**config.mk**
```make
export PLATFORM = sky130hd
export DESIGN_NAME = fetch_unit
export DESIGN_NICKNAME = d
export VERILOG_FILES = /design/src/rtl/fetch_unit_pkg.sv /design/src/rtl/fetch_unit.sv
export SDC_FILE = /design/constraint.sdc
export NUM_CORES = 1
export LEC_CHECK = 0
export CORE_MARGIN = 5
export CORE_UTILIZATION = 35
export CTS_BUF_LIST = sky130_fd_sc_hd__clkbuf_16
export DETAILED_ROUTE_END_ITERATION = 8
export GPL_ROUTABILITY_DRIVEN = 0
export HOLD_SLACK_MARGIN = 0.15
export PLACE_DENSITY = 0.7
export SLEW_MARGIN = 40
export SYNTH_ARGS = -nofsm -noshare
export SYNTH_HDL_FRONTEND = slang
export SYNTH_SLANG_ARGS = --single-unit
```
**constraint.sdc**
```tcl
create_clock -name clk -period 2.3 [get_ports clk]
set_input_delay 0.345 -clock clk [delete_from_list [all_inputs] [get_ports clk]]
set_output_delay 0.345 -clock clk [all_outputs]
set_load 0.01 [all_outputs]
```
**src/rtl/fetch_unit_pkg.sv**
```systemverilog
// fetch_unit_pkg: shared state encoding and fetch constants for fetch_unit
package fetch_unit_pkg;
    typedef enum logic [1:0] {IDLE = 2'd0, FETCH = 2'd1, FAULT = 2'd2} state_t;
    localparam int PC_INC      = 4;
    localparam int INSTR_WIDTH = 32;
endpackage

```
**src/rtl/fetch_unit.sv**
```systemverilog
// fetch_unit: sequential instruction fetch with a single output slot and redirect; FETCH_MISALIGN_CHECK_EN enables misaligned-target fault
module fetch_unit
    import fetch_unit_pkg::*;
#(
    parameter int                    DATA_WIDTH = INSTR_WIDTH,
    parameter int                    ADDR_WIDTH = 32,
    parameter logic [ADDR_WIDTH-1:0] RESET_PC   = '0
) (
    input  logic                  clk,
    input  logic                  rst,
    output logic [ADDR_WIDTH-1:0] mem_address,
    output logic                  mem_enable_read,
    input  logic [DATA_WIDTH-1:0] mem_data,
    input  logic                  mem_data_valid,
    input  logic                  redirect_valid,
    input  logic [ADDR_WIDTH-1:0] redirect_pc,
    output logic [DATA_WIDTH-1:0] instr,
    output logic [ADDR_WIDTH-1:0] instr_pc,
    output logic                  instr_valid,
    input  logic                  instr_ready,
    output logic                  fetch_fault
);
    state_t                r_state, w_state_next;
    logic [ADDR_WIDTH-1:0] r_pc, w_target;
    logic                  w_req, w_capture, w_misalign;

    assign w_req           = (r_state == FETCH) && (!instr_valid || instr_ready);
    assign mem_enable_read = w_req;
    assign w_capture       = w_req && mem_data_valid && !redirect_valid;
    assign mem_address     = {2'b00, r_pc[ADDR_WIDTH-1:2]};

`ifdef FETCH_MISALIGN_CHECK_EN
    assign w_target    = redirect_pc;
    assign w_misalign  = redirect_pc[1:0] != 2'b00;
    assign fetch_fault = r_state == FAULT;
`else
    assign w_target    = redirect_pc & ~{{(ADDR_WIDTH-2){1'b0}}, 2'b11};
    assign w_misalign  = 1'b0;
    assign fetch_fault = 1'b0;
`endif

    // State register; reset parks the FSM in IDLE
    always_ff @(posedge clk or negedge rst) begin
        if (!rst) r_state <= IDLE;
        else      r_state <= w_state_next;
    end

    // Redirect wins from any state; IDLE always moves on after one cycle
    always_comb begin
        w_state_next = redirect_valid ? (w_misalign ? FAULT : FETCH)
                                      : (r_state == IDLE ? FETCH : r_state);
    end

    // PC and output slot: redirect flushes, capture refills, accept drains
    always_ff @(posedge clk or negedge rst) begin
        if (!rst) begin
            r_pc        <= RESET_PC;
            instr       <= '0;
            instr_pc    <= '0;
            instr_valid <= 1'b0;
        end else if (redirect_valid) begin
            r_pc        <= w_target;
            instr_valid <= 1'b0;
        end else if (w_capture) begin
            instr       <= mem_data;
            instr_pc    <= r_pc;
            instr_valid <= 1'b1;
            r_pc        <= r_pc + ADDR_WIDTH'(PC_INC);
        end else if (instr_valid && instr_ready) begin
            instr_valid <= 1'b0;
        end
    end
endmodule

```
# After elaboration in Yosys (flattened, before gate mapping)
# Cells that the tools add are included.
# Widths: inputs -> output; s select.
# totals
output_inout_bits,99
inputBits,69
reg_bits,99
# classes
addsub,1
mux,7
bitwise,1
reduce_logical,12
eq_ne,1
# op_table
op,count
$mux 32,2
$add 32x3->32 const B,1
$logic_and 1x1->1,4
$mux 2,2
$reduce_bool 2->1,2
$mux 1,3
$reduce_bool 3->1,1
$eq 2x1->1 const B,1
$logic_not 1->1,2
$logic_not 2->1,1
$reduce_and 2->1,1
$logic_or 1x1->1,1
$not 1->1,1

# Depth between registers and ports, before layout
# Gate-level depths: netlist (run 1).
# depth
ltp_word,7
mapped_depth,6

# Least setup slack after synthesis (run 1)
# No wires, ideal clock.
# synth_timing
path_type,register to register
startpoint,register r_pc[2]
endpoint,register r_pc[30]
path_stages_with_launch,7
arrival_ns,1.984
setup_time_ns,0.069
path_slack_ns,0.247
synth_period_minus_slack_ns,2.053
cell_sequence,dfrtp_1 > ha_1 > and4_4 > nand4_4 > or4_4 > or4_1 > nand3_1
# synth_via
elab_chain_len,3
# synth_rtl
element,line,rtl
"start, declared",fetch_unit.sv:24,"logic [ADDR_WIDTH-1:0] r_pc, w_target;"
"start signal, assigned",fetch_unit.sv:62,r_pc <= w_target;
"start signal, assigned",fetch_unit.sv:68,r_pc <= r_pc + ADDR_WIDTH'(PC_INC);
$add 32x3->32,fetch_unit.sv:68,
$mux 32,fetch_unit.sv:64,end else if (w_capture) begin
$mux 32,fetch_unit.sv:61,end else if (redirect_valid) begin
# Every way passes these cells. The select of a mux whose other input is x is not followed.
# A chain may end at the register's enable or synchronous reset.

# Final worst setup path (run 1)
# layout_timing
startpoint,input instr_ready
endpoint,output mem_enable_read
# layout_via
elab_chain_len,2
# layout_rtl
element,line,rtl
"start, declared",fetch_unit.sv:20,"input logic instr_ready,"
$logic_or 1x1->1,fetch_unit.sv:27,assign w_req = (r_state == FETCH) && (!instr_valid || instr_ready);
$logic_and 1x1->1,fetch_unit.sv:27,
"end, declared",fetch_unit.sv:12,"output logic mem_enable_read,"
# Every way passes these cells.

==> results.py, run 1 <==
metrics = {
    "global_routing": {
        "number_of_global_route_vias_before_repair": 3377,
        "grt_start_max_net_pins": 45,
        "grt_first_pass_wirelength_mm": 18.1,
        "globalRouteOverflowTotal": 0,
        "initial_antenna_violation_count": 0,
        "grt_usage": 0.160,
    },
    "clock_network": {
        "cts_max_path_buffers": 2,
        "cts.reportedPaths.clkPinSlew_ps": 60,
        "clkLatencyLatePin_ps": 340,
        "ctsHtreeMaxLevel": 3,
        "cts_buffers": 9,
        "post_cts_buffers": 0,
        "tritoncts": "built",
        "clock_sinks": 94,
        "cts_resized": 0,
        "clock_tree.root_cell": "sky130_fd_sc_hd__clkbuf_16",
    },
    "floorplan": {
        "area_of_the_core_region_um2": 11500,
        "ios": 168,
        "placement_rows": 39,
        "fp.dieW_um": 119,
        "floorplan.initialDensity": 0.360,
        "floorplan.die.height_um": 119,
        "die_area_um2": 14100,
    },
    "power_and_ir_drop": {
        "power.density_nw_per_um2": 759,
        "power_mw": 4.73,
        "peakVddDrop_v": 0.000498,
        "cellLeakagePower_nw": 2.53,
    },
    "synthesis": {
        "postSynthCellCount": 342,
        "post_synth.cell_area_avg_um2": 12.1,
        "synthesized_area_fraction_occupied_by_ao_oa_aoi_and_oai_cells": 0.0357,
        "ys_dominant_reg_cell": "sky130_fd_sc_hd__dfrtp_1",
        "post_synth_and_or_nand_nor_area_fraction": 0.125,
        "post_synth_instance_area_um2": 4140,
        "postSynth.asyncResetShare": 1.00,
        "post_synth_xor_area_fraction": 0.0592,
        "synth_seq_area_share": 0.568,
        "synth_enable_flop_cells": 0,
        "post_synth_mux_area_share": 0.176,
        "synthDistinctLibCells": 32,
        "adder_and_majority_gate_portion_of_the_synthesized_area": 0.00302,
        "ys_warn_count": 0,
        "yosys_register_bits": 94,
        "combinational_family_with_the_most_area_after_synthesis": "multiplexers",
    },
    "run": {
        "maxCapViolCount": 0,
    },
    "timing": {
        "worst_clock_skew_ps": 7.67,
        "timing.final.setup_violations": 0,
        "timing.final.hold_violations": 0,
        "final.setup.tns_ps": 0,
        "hold_ws_ps": 444,
        "final_min_period_over_clock_period": 0.947,
        "final-max-slew-violation-count": 0,
        "setup_repair_after_global_routing_missed_its_margin": "no",
        "timing.fmax_ghz": 0.459,
        "final_period_minus_worst_setup_slack_ps": 2180,
    },
    "worst_setup_path": {
        "crit_path_frequent_cell": "sky130_fd_sc_hd__clkdlybuf4s50_1",
        "timing.critical_path.arrival_ps": 1830,
        "cell_type_of_the_slowest_stage_on_the_worst_timing_path": "sky130_fd_sc_hd__clkdlybuf4s50_1",
        "timing.critical_path.from": "instr_ready",
        "crit_path_capture_type": "output pin",
        "setup.worst_path.class": "in2out",
        "path_buf_inv": 3,
        "cp_top_family": "buffers and inverters",
        "critical-path-max-stage-delay_ps": 530,
        "worstPathCellList": "clkdlybuf4s50_1 -> nand2b_1 -> buf_4 -> and2_1 -> clkdlybuf4s50_1",
        "crit_path_start_kind": "input pin",
        "worst-path-max-fanout": 8,
        "required_ps": 1960,
        "r2r_start": "r_pc[3]",
    },
    "hold_path": {
        "hold_class": "in2reg",
        "holdCritStartpoint": "redirect_valid",
    },
    "routing": {
        "drc": 0,
        "routed-via-count": 3138,
        "drt-vias-per-instance": 4.75,
        "wl_per_cell_um": 16.5,
        "ant_nets": 0,
        "detail_route.first_pass.iterations": 4,
        "drt-initial-drc-count": 136,
        "detail_route.wirelength_mm": 10.9,
    },
    "status": {
        "status": "finished, final reports clean",
    },
    "final_layout": {
        "antennaDiodeCount": 0,
        "drive_above_1_share": 0.126,
        "flow.area_growth_from_synthesis_pct": 50.4,
        "finalNetCount": 583,
    },
    "placed_design": {
        "number_of_input_and_output_port_buffers_inserted": 160,
        "hpwl_mm": 8.20,
    },
}
==> layer usage <==
layer,share of wire,GRT usage,routed length (µm),vias to the layer above
li1,-,-,-,1514
met1,0.45,0.205,4900,1486
met2,0.46,0.253,5010,128
met3,0.076,0.0568,833,10
met4,0.014,0.0543,151,0
met5,0,0,0,-
==> cells by family after synthesis <==
family | count (synthesis)
other | 2
muxes | 65
and+or+nand+nor | 97
adders and majority gates | 1
xor gates and xnor gates | 28
DFF | 94
buffers and inverters | 26
AOI/OAI and AO/OA | 29
==> cells in the mapped netlist, types with 2 or more instances <==
cell type                   n  area, µm²
sky130_fd_sc_hd__xor2_1     3       26.3
sky130_fd_sc_hd__dfrtp_1   94       2350
sky130_fd_sc_hd__mux2_2    31        349
sky130_fd_sc_hd__nor4_1     4       25.0
sky130_fd_sc_hd__and3_1     4       25.0
sky130_fd_sc_hd__conb_1     2       7.51
sky130_fd_sc_hd__nand4_4    2       42.5
sky130_fd_sc_hd__o21ai_0   10       50.1
sky130_fd_sc_hd__clkbuf_1   7       26.3
sky130_fd_sc_hd__xnor2_1   25        219
sky130_fd_sc_hd__and4_1     4       35.0
sky130_fd_sc_hd__buf_2      8       40.0
sky130_fd_sc_hd__and4_2     2       20.0
sky130_fd_sc_hd__nand2_1   38        143
sky130_fd_sc_hd__nor3_1     8       40.0
sky130_fd_sc_hd__and2_1     3       18.8
sky130_fd_sc_hd__nand4_1    4       25.0
sky130_fd_sc_hd__buf_4      5       37.5
sky130_fd_sc_hd__nor2_1    11       41.3
sky130_fd_sc_hd__mux2_1    33        372
sky130_fd_sc_hd__inv_1      6       22.5
sky130_fd_sc_hd__o21ai_1   17       85.1
sky130_fd_sc_hd__nand3_1   12       60.1
==> what timing repair did <==
| item | in CTS | in global routing |
|---|---|---|
| hold endpoints to repair | 23 | 0 |
| endpoints found under the setup margin | 0 | 0 |
| hold buffers | 1 | 0 |
==> area by class of cell <==
class                           count  area (µm²)
Inverter                            6        22.5
Fill cell                        1012        5290
Clock inverter                      6        23.8
Tap cell                          143         179
Multi-Input combinational cell    226        1680
Timing Repair Buffer              176        1740
Sequential cell                    94        2350
Clock buffer                        9         225
==> where the power goes <==
| part | internal (mW) | total, mW | switching, mW |
|---|---|---|---|
| registers | 1.95 | 2.14 | 0.197 |
| logic | 0.820 | 1.31 | 0.485 |
| clock network | 0.705 | 1.28 | 0.576 |
| total | 3.47 | 4.73 | 1.26 |
==> sequential cells by signal (all words and copies together), names as in the netlist <==
register     count
r_pc            30
instr_valid      1
instr_pc        30
r_state          1
instr           32
==> path summary, 6_finish.rpt <==
path	slack, ps	endpoint	cells past startpoint
worst max-delay path	120	mem_enable_read	5
worst min-delay path	440	instr_pc[5]	3
worst max register to register	270	r_pc[30]	6
worst min register to register	480	instr[10]	1
max in group asynchronous	1150	r_pc[13]	3
min in group asynchronous	460	instr_pc[29]	2
==> cells in the final DEF (no fill, tap or decap), drive strengths merged, types with 2 or more instances in the layout <==
cell           count
nor3               8
buf               17
nor2              11
nand2             38
and3               4
dfrtp             94
xnor2             25
nand4              6
and4               7
nand3             12
nor4               4
o21ai             27
clkdlybuf4s50    158
clkinv             3
mux2              64
and2               3
xor2               3
or4                2
clkbuf             9
conb               6
inv                9
==> tightest hold or removal path, cell delays in order <==
cell                     delay [ps]
sky130_fd_sc_hd__buf_2          130
sky130_fd_sc_hd__nor2_4          60
sky130_fd_sc_hd__mux2_2         210
==> metrics by stage <==
| stage | utilization | setup slack, ps | instance area, µm² | cells |
|---|---|---|---|---|
| 2_1_floorplan | - | 247 | 4160 | 346 |
| 5_1_grt | 0.541 | 63.1 | 6230 | 660 |
| 3_3_place_gp | 0.518 | 25.4 | 5970 | 644 |
| 4_1_cts | 0.541 | 93.8 | 6230 | 660 |
| 6_report | 0.541 | 122 | 6230 | 660 |
| 3_5_place_dp | 0.518 | 34.0 | 5970 | 644 |
Power figures use the tool's default switching activity.
==> inputs of run 2 (changes only) <==
CAP_MARGIN = 20   (was default)
RECOVER_POWER = 25   (was default)
==> run 2 against run 1 <==
Effect of this change: cell count stayed put; clock skew stayed put; combinational power hardly changed; register-to-register slack hardly changed; sequential power hardly changed; die area stayed put; wire length hardly changed; largest cell class unchanged; highest routed layer unchanged.
==> results.py, run 2 (same netlist as run 1, synthesis figures left out) <==
metrics = {
    "power_and_ir_drop": {
        "power.density_nw_per_um2": 760,
        "power_mw": 4.73,
        "peakVddDrop_v": 0.000498,
        "cellLeakagePower_nw": 2.52,
    },
    "worst_setup_path": {
        "required_ps": 1960,
        "worstPathCellList": "clkdlybuf4s50_1 -> nand2b_1 -> buf_4 -> and2_1 -> clkdlybuf4s50_1",
        "critical-path-max-stage-delay_ps": 530,
        "cell_type_of_the_slowest_stage_on_the_worst_timing_path": "sky130_fd_sc_hd__clkdlybuf4s50_1",
        "timing.critical_path.arrival_ps": 1830,
        "setup.worst_path.class": "in2out",
        "crit_path_frequent_cell": "sky130_fd_sc_hd__clkdlybuf4s50_1",
        "crit_path_start_kind": "input pin",
        "worst-path-max-fanout": 8,
        "crit_path_capture_type": "output pin",
    },
    "clock_network": {
        "cts_max_path_buffers": 2,
        "tritoncts": "built",
        "clock_sinks": 94,
        "cts.reportedPaths.clkPinSlew_ps": 60,
        "post_cts_buffers": 0,
        "clkLatencyLatePin_ps": 340,
        "cts_buffers": 9,
        "cts_resized": 0,
        "ctsHtreeMaxLevel": 3,
        "clock_tree.root_cell": "sky130_fd_sc_hd__clkbuf_16",
    },
    "final_layout": {
        "layout_common_cells": "158 x sky130_fd_sc_hd__clkdlybuf4s50_1, 94 x sky130_fd_sc_hd__dfrtp_1, 38 x sky130_fd_sc_hd__nand2_1",
        "drive_above_1_share": 0.124,
        "fillerInstances": 1015,
        "flow.area_growth_from_synthesis_pct": 50.1,
        "antennaDiodeCount": 0,
        "finalNetCount": 583,
        "largest_reg_flops": 32,
        "mostFrequentLayoutCell": "sky130_fd_sc_hd__clkdlybuf4s50_1",
        "register_with_the_most_flip_flops": "instr",
        "largest_registers": "instr x32, instr_pc x30, r_pc x30",
        "final_core_density": 0.540,
    },
    "routing": {
        "detail_route.first_pass.iterations": 4,
        "drc": 0,
        "ant_nets": 0,
        "drt-initial-drc-count": 133,
        "wl_per_cell_um": 16.5,
        "drt-vias-per-instance": 4.74,
        "detail_route.wirelength_mm": 10.9,
        "routed-via-count": 3130,
    },
    "timing": {
        "final_period_minus_worst_setup_slack_ps": 2180,
        "hold_ws_ps": 444,
        "timing.final.setup_violations": 0,
        "worst_pin_slew_ps": 1370,
        "worst_clock_skew_ps": 7.67,
        "timing.final.hold_violations": 0,
        "final_min_period_over_clock_period": 0.947,
        "final-max-slew-violation-count": 0,
        "timing.fmax_ghz": 0.459,
        "final_critical_path_setup_slack_ps": 122,
        "setup_repair_after_global_routing_missed_its_margin": "no",
        "timing.slew.headroom": 0.0873,
        "final.setup.tns_ps": 0,
    },
    "floorplan": {
        "fp.dieW_um": 119,
        "area_of_the_core_region_um2": 11500,
        "ios": 168,
        "placement_rows": 39,
        "floorplan.initialDensity": 0.360,
        "die_area_um2": 14100,
        "floorplan.die.height_um": 119,
    },
    "placed_design": {
        "number_of_input_and_output_port_buffers_inserted": 160,
        "hpwl_mm": 8.20,
        "place_worst_setup_slack_ps": 34.0,
    },
    "global_routing": {
        "grt_start_max_net_pins": 45,
        "number_of_global_route_vias_before_repair": 3377,
        "grt_usage": 0.160,
        "globalRouteOverflowTotal": 0,
        "grt_first_pass_wirelength_mm": 18.1,
        "initial_antenna_violation_count": 0,
    },
    "status": {
        "status": "finished, final reports clean",
    },
    "hold_path": {
        "hold_class": "in2reg",
    },
    "run": {
        "maxCapViolCount": 0,
    },
}
run 2: changes by cell type in the layout (fill, tap and decap cells not counted), sizes merged:
cell    delta
clkbuf     +1
buf        -1
run 2: metal layers:
metal | GRT usage | part of all wire
met5 | 0 | 0
met4 | 0.0543 | 0.014
met3 | 0.0568 | 0.076
met2 | 0.253 | 0.46
met1 | 0.205 | 0.45
run 2: stage by stage:
stage / instances / cell area [µm²]
global route: 660 / 6220
CTS: 660 / 6230
floorplan: 346 / 4160
detailed placement: 644 / 5970
global placement: 644 / 5970
finish: 660 / 6220
run 2: what timing repair did:
item / CTS / global route
endpoints found under the setup margin: 0 / 0
endpoints found under the hold margin: 23 / 0
hold buffers: 1 / 0
run 2: critical path, delay by kind of cell:
kind,cells,cell delay [ps]
buffers and inverters,3,1170
AND/OR/NAND/NOR,2,310
run 2: final timing paths:
check	startpoint	endpoint	depth (start not counted)	slack (ps)
max	instr_ready	mem_enable_read	5	120
min	redirect_valid	instr_pc[5]	3	440
max reg2reg	r_pc[3]	r_pc[30]	6	270
min reg2reg	instr[10]	instr[10]	1	480
max in group asynchronous	rst	r_pc[13]	3	380
min in group asynchronous	rst	instr_pc[28]	2	860
run 2: cell type report:
class / instances / area (µm²) / area share
Clock buffer: 9 / 225 / 0.0362
Clock inverter: 6 / 23.8 / 0.00382
Inverter: 6 / 22.5 / 0.00362
Multi-Input combinational cell: 226 / 1680 / 0.271
Sequential cell: 94 / 2350 / 0.378
Tap cell: 143 / 179 / 0.0288
Timing Repair Buffer: 176 / 1730 / 0.278
run 2: where the power goes:
group,leakage (nW),switching [mW],internal [mW]
Clock,0.134,0.576,0.705
Sequential,1.13,0.197,1.95
Combinational,1.26,0.484,0.818
Total,2.52,1.26,3.47
==> inputs of run 3 (changes only) <==
ABC_AREA = 0   (was default)
CTS_CLUSTER_SIZE = 14   (was default)
==> results of run 3 <==
No change in the layout: final DEF, timing and power equal those of run 2.
